===== config.mk =====
export PLATFORM = sky130hd
export DESIGN_NAME = trace_packer
export DESIGN_NICKNAME = d
export VERILOG_FILES = /design/src/rtl/dtb_pkg.sv /design/src/rtl/trace_word_hold.sv /design/src/rtl/trace_packer.sv
export SDC_FILE = /design/constraint.sdc
export NUM_CORES = 1
export LEC_CHECK = 0
export CAP_MARGIN = 20
export CORE_MARGIN = 2
export CORE_UTILIZATION = 52
export DETAILED_ROUTE_END_ITERATION = 10
export GPL_TIMING_DRIVEN = 0
export PLACE_DENSITY_LB_ADDON = 0.2
export SYNTH_ARGS = -nofsm -noshare
export SYNTH_HDL_FRONTEND = slang
export SYNTH_SLANG_ARGS = --single-unit

===== constraint.sdc =====
create_clock -name CLK_I -period 3 [get_ports CLK_I]
set_clock_uncertainty 0.1 [all_clocks]
set_input_delay 0.3 -clock CLK_I [delete_from_list [all_inputs] [get_ports CLK_I]]
set_output_delay 0.3 -clock CLK_I [all_outputs]
set_load 0.1 [all_outputs]

===== src/rtl/dtb_pkg.sv =====
// Shared widths, FSM state encoding and the packed-word record used by the
// debug trace buffer front end.
package dtb_pkg;

   localparam int TRB_WIDTH       = 32;
   localparam int TRB_MAX_TRACES  = 8;
   localparam int TRB_NTRACE_BITS = $clog2($clog2(TRB_MAX_TRACES) + 1);
   localparam int TRB_POS_BITS    = $clog2(TRB_WIDTH);
   localparam int TRB_MAX_WLOG    = $clog2(TRB_MAX_TRACES);

   typedef enum logic [1:0] {
      IDLE,
      CAPTURE,
      STOPPED
   } packer_state_t;

   typedef struct packed {
      logic [TRB_WIDTH-1:0]    data;
      logic                    trg;
      logic [TRB_POS_BITS-1:0] pos;
   } packed_word_t;

   // Selector values asking for more lanes than exist fall back to the widest sample.
   function automatic logic [TRB_NTRACE_BITS-1:0] clampWlog(input logic [TRB_NTRACE_BITS-1:0] ntrace);
      if (int'(ntrace) > TRB_MAX_WLOG) begin
         return TRB_NTRACE_BITS'(TRB_MAX_WLOG);
      end
      return ntrace;
   endfunction

   function automatic logic [TRB_POS_BITS-1:0] lastIndex(input logic [TRB_NTRACE_BITS-1:0] wlog);
      return TRB_POS_BITS'((TRB_WIDTH >> wlog) - 1);
   endfunction

endpackage


===== src/rtl/trace_word_hold.sv =====
// Single-entry holding register between the packer and the trace logger.
// A completed word is dropped (and the sticky overflow raised) when the slot is full and not draining.
module trace_word_hold
   import dtb_pkg::*;
(
   input  logic         clk_i,
   input  logic         rst_i,
   input  logic         push_i,
   input  packed_word_t word_i,
   input  logic         perm_i,
   output logic         store_o,
   output packed_word_t word_o,
   output logic         overflow_o
);

   packed_word_t holdWord_q;
   logic         holdValid_q;
   logic         overflow_q;

   assign store_o    = holdValid_q & perm_i;
   assign word_o     = holdWord_q;
   assign overflow_o = overflow_q;

   // A store on the same edge frees the slot, so a simultaneous push refills it instead of dropping.
   always_ff @(posedge clk_i or posedge rst_i) begin
      if (rst_i) begin
         holdWord_q  <= '0;
         holdValid_q <= 1'b0;
         overflow_q  <= 1'b0;
      end else begin
         if (push_i && (!holdValid_q || store_o)) begin
            holdWord_q  <= word_i;
            holdValid_q <= 1'b1;
         end else if (push_i) begin
            overflow_q  <= 1'b1;
         end else if (store_o) begin
            holdValid_q <= 1'b0;
         end
      end
   end

endmodule


===== src/rtl/trace_packer.sv =====
// Trace packer: samples 2**NTRACE_I trace bits per enabled cycle, packs them LSB-first
// into words, tags the word holding the first trigger and hands words to the logger.
module trace_packer
   import dtb_pkg::*;
(
   input  logic                       CLK_I,
   input  logic                       RST_I,
   input  logic                       ENABLE_I,
   input  logic [TRB_MAX_TRACES-1:0]  TRACE_I,
   input  logic                       TRG_I,
   input  logic [TRB_NTRACE_BITS-1:0] NTRACE_I,
   input  logic                       TRG_DELAYED_I,
   input  logic                       STORE_PERM_I,
   output logic                       STORE_O,
   output logic [TRB_WIDTH-1:0]       DATA_O,
   output logic                       TRG_EVENT_O,
   output logic [TRB_POS_BITS-1:0]    EVENT_POS_O,
   output logic                       OVERFLOW_O,
   output logic                       BUSY_O
);

   packer_state_t               state_q;
   logic                        busy_q;
   logic [TRB_NTRACE_BITS-1:0]  wlog_q;
   logic [TRB_POS_BITS-1:0]     k_q;
   logic [TRB_WIDTH-1:0]        shift_q;
   logic                        armed_q;
   logic                        trgPending_q;
   logic [TRB_POS_BITS-1:0]     trgPos_q;

   logic [TRB_POS_BITS:0]       sampleW;
   logic [TRB_MAX_TRACES-1:0]   laneMask;
   logic [TRB_POS_BITS-1:0]     bitOff;
   logic [TRB_WIDTH-1:0]        sampleMask;
   logic [TRB_WIDTH-1:0]        sampleData;
   logic [TRB_WIDTH-1:0]        shift_d;
   logic                        sampling;
   logic                        lastSample;
   logic                        trgFire;
   logic                        wordPush;
   packed_word_t                pushWord;
   packed_word_t                holdWord;

   // The completed word must include the sample taken on the completing edge, hence shift_d.
   always_comb begin
      sampleW = (TRB_POS_BITS + 1)'(1) << wlog_q;
      for (int i = 0; i < TRB_MAX_TRACES; i++) begin
         laneMask[i] = (i < int'(sampleW));
      end
      bitOff     = k_q << wlog_q;
      sampleMask = TRB_WIDTH'(laneMask) << bitOff;
      sampleData = TRB_WIDTH'(TRACE_I & laneMask) << bitOff;
      shift_d    = (shift_q & ~sampleMask) | sampleData;
      sampling   = (state_q == CAPTURE) && !TRG_DELAYED_I && ENABLE_I;
      lastSample = (k_q == lastIndex(wlog_q));
      trgFire    = sampling && armed_q && TRG_I;
      wordPush   = sampling && lastSample;
      pushWord.data = shift_d;
      pushWord.trg  = trgPending_q | trgFire;
      pushWord.pos  = trgFire ? bitOff : trgPos_q;
   end

   always_ff @(posedge CLK_I or posedge RST_I) begin
      if (RST_I) begin
         state_q      <= IDLE;
         busy_q       <= 1'b0;
         wlog_q       <= '0;
         k_q          <= '0;
         shift_q      <= '0;
         armed_q      <= 1'b0;
         trgPending_q <= 1'b0;
         trgPos_q     <= '0;
      end else begin
         case (state_q)
            IDLE: begin
               if (ENABLE_I) begin
                  state_q      <= CAPTURE;
                  busy_q       <= 1'b1;
                  wlog_q       <= clampWlog(NTRACE_I);
                  k_q          <= '0;
                  shift_q      <= '0;
                  armed_q      <= 1'b1;
                  trgPending_q <= 1'b0;
               end
            end
            CAPTURE: begin
               if (TRG_DELAYED_I) begin
                  state_q <= STOPPED;
                  busy_q  <= 1'b0;
               end else if (!ENABLE_I) begin
                  state_q <= IDLE;
                  busy_q  <= 1'b0;
               end else begin
                  shift_q <= shift_d;
                  k_q     <= lastSample ? '0 : k_q + 1'b1;
                  if (trgFire) begin
                     armed_q  <= 1'b0;
                     trgPos_q <= bitOff;
                  end
                  // Any word push consumes the pending tag, even one the hold slot then drops.
                  trgPending_q <= wordPush ? 1'b0 : (trgPending_q | trgFire);
               end
            end
            STOPPED: begin
               if (!ENABLE_I && !TRG_DELAYED_I) begin
                  state_q <= IDLE;
               end
            end
            default: begin
               state_q <= IDLE;
               busy_q  <= 1'b0;
            end
         endcase
      end
   end

   trace_word_hold uHold (
      .clk_i      (CLK_I),
      .rst_i      (RST_I),
      .push_i     (wordPush),
      .word_i     (pushWord),
      .perm_i     (STORE_PERM_I),
      .store_o    (STORE_O),
      .word_o     (holdWord),
      .overflow_o (OVERFLOW_O)
   );

   assign DATA_O      = holdWord.data;
   assign TRG_EVENT_O = holdWord.trg & STORE_O;
   assign EVENT_POS_O = holdWord.pos;
   assign BUSY_O      = busy_q;

endmodule


==> results.ini, run 1 <==
[run_status]
status = finished, final reports clean

[sta]
relSlewSlack_pct = 34.2
fin_crit_ns = 2.85
tightest_slew_ns = 0.972
timing.final.ws_setup_ns = 0.146
hold_viol = 0
fmax_mhz = 350
grt_setup_unrepaired = no
setup-violations-final = 0
drv_slew = 0
fin_crit_sh_pct = 95.1

[synth]
ys_warn_count = 0
ys_seq_area_share_pct = 40.1
synthCells = 624
synth_area_um2 = 5550
synth.most_common_cell = nand2_1
synth_top_area_share_pct = 40.1
synthArstFlopShare_pct = 100
ys_ff_latch = 89
synth_enable_flop_cells = 0
synth_flop_cell = dfrtp_1
synth_top_area_cell = dfrtp_1
syn_nets = 642
ys_types = 80
synthTopCellsByCount = nand2_1 (93), dfrtp_1 (89), buf_4 (40)
yosys-top-cells-area = dfrtp_1 (40%), nand2_1 (6.3%), buf_4 (5.4%)
avgSynthCellArea_um2 = 8.90

[finish]
finalNetCount = 714
multi_input_area_um2 = 2770
register_area_um2 = 2230
final_core_util_pct = 64.4
area_growth_pct = 19.7
diodes = 0
fin_area_um2 = 6650
fill_cells = 876
drive_gt1_share_pct = 18.5
stdcell_count = 837

[placed_design]
dp_cells = 816
io_buffers = 55
dpl.hpwl_um = 12800
dp_slack_ns = -0.715
gp_congestion = 0.989
dpl_cell_area_um2 = 6300

[pwr]
power.density_nw_per_um2 = 562
p_leak_nw = 2.77
vdd_drop_max_v = 0.000374
total_power_mw = 3.73

[global_routing]
grt_max_degree = 58
antenna_found_initial = 0
grt_overflow_total = 0
grt_pass1_wl_um = 27700
grtUsageTotal_pct = 32.1
grt_pass1_vias = 4931

[clock_network]
clkTransAtPathRegs_ns = 0.09
cts-buffers-inserted = 9
numClockSinks = 89
htree_levels = 3
cts_buffer_depth = 2
tritoncts = done
clkLatencyLatePin_ns = 0.38
holdBufCountCts = 0
cts-root-buf = clkbuf_8

[worst_setup_path]
criticalPathCategory = reg -> reg
worstPathMaxFanout = 10
cp_num_buf_inv = 5
crit_family = buffers and inverters
critPathLaunchType = register
crit_required_ns = 3.13
cp-end-kind = register
crit_chain = buf_12, buf_6, buf_6, nand2_1, ha_1, xor2_2, nand4_4, or3_1, clkbuf_1, buf_4, a31oi_1, a31oi_1
slowest_delay_ns = 0.40
crit_arrival_ns = 2.98
slowest_stage = dfrtp_1

[floorplanning]
dieWidth_um = 107
die_y_um = 107
core_area_um2 = 10300
io_pins = 57
die_area_um2 = 11500
initial_core_util_pct = 53.8
std_cell_rows = 37

[job]
cap_violations = 0

[detailed_routing]
drt_iter0_markers = 451
via_count = 5214
first_pass_iters = 5
drcViolationCount = 0
ant_nets = 0
wire_per_inst_um = 20.8
viasPerCell = 6.23
wirelength_um = 17400

[worst_hold_path]
hp-class = in -> async

## area by class of cell
type	instances	area share, %
plain buffers	78	8.15
clock buffers	11	2.13
clock inverters	5	1.28
inverters	21	1.22
multi-input cells	434	41.7
flip-flops and latches	89	33.5
well taps	136	2.56
repair buffers	63	9.49
## sequential cells by signal (all words and copies together) (netlist names)
register	count
trgPending_q	1
wlog_q	2
BUSY_O	1
state_q	2
armed_q	1
uHold.overflow_o	1
trgPos_q	5
uHold.word_o	38
uHold.holdValid_q	1
k_q	5
shift_q	32
## worst reg2reg max path: stages (launching register included)
cell,delay [ns]
dfrtp_1,0.40
buf_12,0.12
buf_6,0.14
buf_6,0.17
nand2_1,0.07
ha_1,0.33
xor2_2,0.23
nand4_4,0.18
or3_1,0.33
clkbuf_1,0.13
buf_4,0.21
a31oi_1,0.15
a31oi_1,0.14
## per-layer routing
layer,vias up,track usage [%],wire length [um]
met5,-,0,0
met2,259,49.4,8010
met4,0,13.6,648
met3,52,5.63,1450
met1,2543,44.7,7320
li1,2360,-,-
## timing repair
action | CTS | global route
gates resized for setup | 10 | 12
setup buffers | 2 | 5
endpoints found under the setup margin | 68 | 54
pin swaps | 2 | 2
## power breakdown
part / internal, mW / switching (mW) / total (mW)
combinational: 0.502 / 0.975 / 1.48
clock: 0.499 / 0.467 / 0.966
sequential: 1.26 / 0.0361 / 1.29
total: 2.26 / 1.48 / 3.73
## cell families after synthesis
family | Yosys count | synth area share (%)
buf+inv | 101 | 10.7
simple gates | 220 | 19.8
xor+xnor | 2 | 0.316
mux | 17 | 3.72
fa+ha+maj | 2 | 0.451
compound gates | 193 | 24.9
flops | 89 | 40.1
## cell usage in the layout (no fill, tap or decap), types with 10 or more instances in the layout
cell | netlist | final
buf_4 | 40 | 47
nand3_1 | 24 | 24
buf_2 | 17 | 13
clkbuf_8 | 0 | 10
o211ai_1 | 26 | 26
nand2_1 | 93 | 93
o21ai_0 | 29 | 29
clkdlybuf4s50_1 | 0 | 55
clkbuf_1 | 17 | 14
a21oi_1 | 34 | 34
dfrtp_1 | 89 | 88
nor2b_1 | 10 | 10
nor2_1 | 37 | 37
o21ai_1 | 10 | 10
inv_1 | 20 | 19
a31oi_1 | 12 | 12
## worst paths after layout
path	from	to	slack [ns]	cells past startpoint
min in group CLK_I	BUSY_O	BUSY_O	0.39	1
worst max register to register	wlog_q[1]	uHold.word_o[30]	0.15	12
worst max-delay path	wlog_q[1]	uHold.word_o[30]	0.15	12
worst min-delay path	RST_I	uHold.word_o[29]	0.19	2
worst min register to register	BUSY_O	BUSY_O	0.39	1
max in group asynchronous	RST_I	trgPos_q[3]	1.99	3
## per-stage QoR
step	TNS (ns)	hold WS (ns)
CTS	0	0.196
detailed placement	-18.20	0.366
global placement	-117.54	0.359
floorplan	0	0.317
global route	0	0.227
finish	0	0.190
(Power assumes the default switching activity.)
==> inputs of run 2 (changes only) <==
CORE_UTILIZATION = 50   (was 52)
==> results.ini, run 2 (synthesis results as in run 1) <==
[floorplanning]
initial_core_util_pct = 51.2
core_area_um2 = 10800
die_y_um = 109
dieWidth_um = 109
io_pins = 57
die_area_um2 = 12000
std_cell_rows = 38

[worst_setup_path]
crit_cells = 12
cp_num_buf_inv = 5
slowest_delay_ns = 0.35
crit_arrival_ns = 3.04
regToRegStartpoint = wlog_q[1]
criticalPathCategory = reg -> reg
cp_common_cell = buf_6
critPathLaunchType = register
crit_family = buffers and inverters
crit_required_ns = 3.16
timing.reg2reg.worst_path_depth = 12
cp-end-kind = register
slowest_stage = dfrtp_1
worstPathMaxFanout = 17
startpoint = wlog_q[1]
crit_chain = buf_6, buf_6, buf_6, nand2_1, ha_1, xor2_2, nand4_4, or3_1, clkbuf_1, clkbuf_2, nand2_1, o211ai_1

[finish]
largest_reg_flops = 38
drive_gt1_share_pct = 18.9
diodes = 0
final_core_util_pct = 61.3
layout_common_cells = nand2_1 (93), dfrtp_1 (88), clkdlybuf4s50_1 (55)
area_growth_pct = 19.7
stdcell_count = 839
fill_cells = 953
fin_area_um2 = 6650
layout_commonest_cell = nand2_1
finalNetCount = 712

[clock_network]
clkTransAtPathRegs_ns = 0.10
cts_buffer_depth = 2
cts-root-buf = clkbuf_8
numClockSinks = 89
cts-buffers-inserted = 9
clkLatencyLatePin_ns = 0.38
tritoncts = done
holdBufCountCts = 0
htree_levels = 3

[placed_design]
dp_cells = 820
dp_slack_ns = -0.486
gp_congestion = 0.941
dpl.hpwl_um = 12500
dpl_cell_area_um2 = 6310
io_buffers = 55

[sta]
fin_crit_sh_pct = 96.0
timing.final.ws_setup_ns = 0.121
hold_slack_ns = 0.228
relSlewSlack_pct = 29.1
setup-violations-final = 0
fin_crit_ns = 2.88
drv_slew = 0
tns_ns = 0
fmax_mhz = 347
tightest_slew_ns = 1.05
hold_viol = 0

[pwr]
p_sw_share_pct = 40.0
p_leak_nw = 2.76
power.density_nw_per_um2 = 559
combPwrFrac_pct = 39.4
power_switching_mw = 1.49
vdd_drop_max_v = 0.000537
pwr-share-clk_pct = 25.8
total_power_mw = 3.72
p_seq_share_pct = 34.7
internal_power_mw = 2.23

[global_routing]
grt_overflow_total = 0
grtUsageTotal_pct = 30.3
antenna_found_initial = 0
grt_max_degree = 48
grt_pass1_vias = 4808
grt_pass1_wl_um = 27000

[detailed_routing]
viasPerCell = 6.12
wire_per_inst_um = 20.6
via_count = 5135
ant_nets = 0
drcViolationCount = 0
first_pass_iters = 5
drt_iter0_markers = 478
wirelength_um = 17300

[run_status]
status = finished, final reports clean

[worst_hold_path]
hp-class = in -> async

[job]
cap_violations = 0

[run 2: cell type report]
cell class              count  area [um2]  share of cell area [%]
repair buffers             61         616                    9.26
clock inverters             6        90.1                    1.36
well taps                 140         175                    2.64
inverters                  21        81.3                    1.22
flip-flops and latches     89        2230                    33.5
clock buffers              10         138                    2.07
plain buffers              78         527                    7.92
multi-input cells         434        2790                    42.0
[run 2: final timing paths]
kind                                    endpoint  slack [ns]
worst max-delay path            uHold.word_o[17]        0.12
worst min-delay path            uHold.word_o[19]        0.23
worst max register to register  uHold.word_o[17]        0.12
worst min register to register  uHold.overflow_o        0.39
max in group asynchronous       uHold.word_o[12]        1.95
min in group CLK_I                     wlog_q[1]        0.38
[run 2: power by group through the flow]
| stage | Combinational [mW] | Clock (mW) | Sequential [mW] |
|---|---|---|---|
| 2_1_floorplan | 0.942 | 0 | 1.35 |
| 3_3_place_gp | 1.34 | 0 | 1.31 |
| 3_5_place_dp | 1.35 | 0 | 1.32 |
| 4_1_cts | 1.39 | 0.961 | 1.29 |
| 5_1_grt | 1.56 | 1.01 | 1.30 |
| 6_report | 1.47 | 0.961 | 1.29 |
[run 2: metal layers]
metal | share of wire (%) | global-route usage, % | vias up
met1 | 43 | 42.5 | 2487
li1 | - | - | 2361
met4 | 2.3 | 9.67 | 0
met3 | 8.2 | 5.39 | 32
met2 | 47 | 47.7 | 255
met5 | 0 | 0 | -
[run 2: what timing repair did]
| item | CTS | global route |
|---|---|---|
| resized for setup | 12 | 9 |
| endpoints found under the setup margin | 70 | 41 |
| endpoints found under the hold margin | 0 | 0 |
| pin swaps | 2 | 0 |
| buffers inserted | 3 | 2 |
==> RTL edit: new RTL, config.mk and constraints of run 2 <==
The package constant `TRB_WIDTH` goes from 32 to 16.
--- a/src/rtl/dtb_pkg.sv
+++ b/src/rtl/dtb_pkg.sv
@@ -3,5 +3,5 @@
 package dtb_pkg;
 
-   localparam int TRB_WIDTH       = 32;
+   localparam int TRB_WIDTH       = 16;
    localparam int TRB_MAX_TRACES  = 8;
    localparam int TRB_NTRACE_BITS = $clog2($clog2(TRB_MAX_TRACES) + 1);
Ports: changed (resized DATA_O and EVENT_POS_O); port bits go from 57 to 40. The function was not compared with the original's and may differ.
==> RTL edit against run 2 <==
Sequential cell count fell by 36. Global-route usage shrank 5.6 points. Sequential share of layout area is 1.9 points higher. Largest power group unchanged. Combinational power fell by 31%. Fmax up 17%. Total power decreased by 37%. Cell area decreased by 44%. Wire length is 52% lower. Highest routed layer unchanged. Clock power is 48% lower. Critical path depth fell by 9. Critical path type is now in -> out. Final cell count down 46%. Setup slack improved by 0.42 ns. Area after synthesis decreased by 44%.
==> RTL edit: results (changes against run 2) <==
critical path peak fanout 3 (was 17); IO buf count 39 (was 55); worst skew pair latency 0.31 ns (was 0.38 ns); layout cells sized above 1 16.7% (was 18.9%); Cells after Synth 331 (was 624); hold_ws 0.178 ns (was 0.228 ns); number of global-route vias before repair 2596 (was 4808); reg2reg end uHold.word_o[20] (was uHold.word_o[17]); RD Place Congestion 0.902 (was 0.941); CTS resizes 0 (was 12); worst r2r src k_q[1] (was wlog_q[1]); Max H-tree Level 2 (was 3); Setup crit start STORE_PERM_I (was wlog_q[1]); GRT Util Overall 24.7% (was 30.3%); critical path arrival 2.06 ns (was 3.04 ns); flop2flop setup slack 0.71 ns (was 0.12 ns); number of cells on the worst reg-to-reg path 7 (was 12); Worst IR Drop VDD 422 uV (was 537 uV); setup slack at placement 0.425 ns (was -0.486 ns); DRT iter0 DRCs 303 (was 478); CP peak stage delay 1.13 ns (was 0.35 ns); Placed Area 0.00364 mm^2 (was 0.00631 mm^2); max reg flops 21 (was 38); cts bufs inserted 5 (was 9); status complete, no violations (unchanged)
## RTL edit: changes by cell type after synthesis, moves of 17 or more
cell	change
a21oi_1	-17
buf_4	-17
dfrtp_1	-36
nand2_1	-49
nand3_1	-18
nor2_1	-23
o211ai_1	-26
## RTL edit: worst max path at each step
stage                                   to  slack, ns
after floorplan            uHold.word_o[2]       1.04
after global placement    uHold.word_o[19]       0.32
after detailed placement   uHold.word_o[2]       0.42
after CTS                      TRG_EVENT_O       0.55
after global routing           TRG_EVENT_O       0.49
final                          TRG_EVENT_O       0.54
## RTL edit: metal layers
| layer | wire, um | share of wire [%] | vias up | global-route usage (%) |
|---|---|---|---|---|
| li1 | - | - | 1249 | - |
| met1 | 3940 | 47 | 1307 | 36.1 |
| met2 | 3830 | 46 | 109 | 38.5 |
| met3 | 452 | 5.4 | 10 | 4.08 |
| met4 | 128 | 1.5 | 0 | 6.26 |
| met5 | 0 | 0 | - | 0 |
## RTL edit: final cells by class
type                            instances  area [um^2]
Buffer                                 42          290
Tap cell                               75         93.8
Inverter                                9         33.8
Fill cell                             524         2240
Clock inverter                          2         38.8
Multi-Input combinational cell        227         1490
Sequential cell                        53         1330
Timing Repair Buffer                   40          410
Clock buffer                            5         68.8
## RTL edit: logic make-up after synthesis
family | share of synthesized area (%)
compound gates | 22.3
xor+xnor | 0.559
mux | 7.02
fa+ha+maj | 0.399
simple gates | 17.1
flops | 42.3
buf+inv | 10.3
## RTL edit: power by group
group | switching, mW | internal (mW)
logic | 0.672 | 0.335
clock network | 0.247 | 0.248
registers | 0.0560 | 0.791
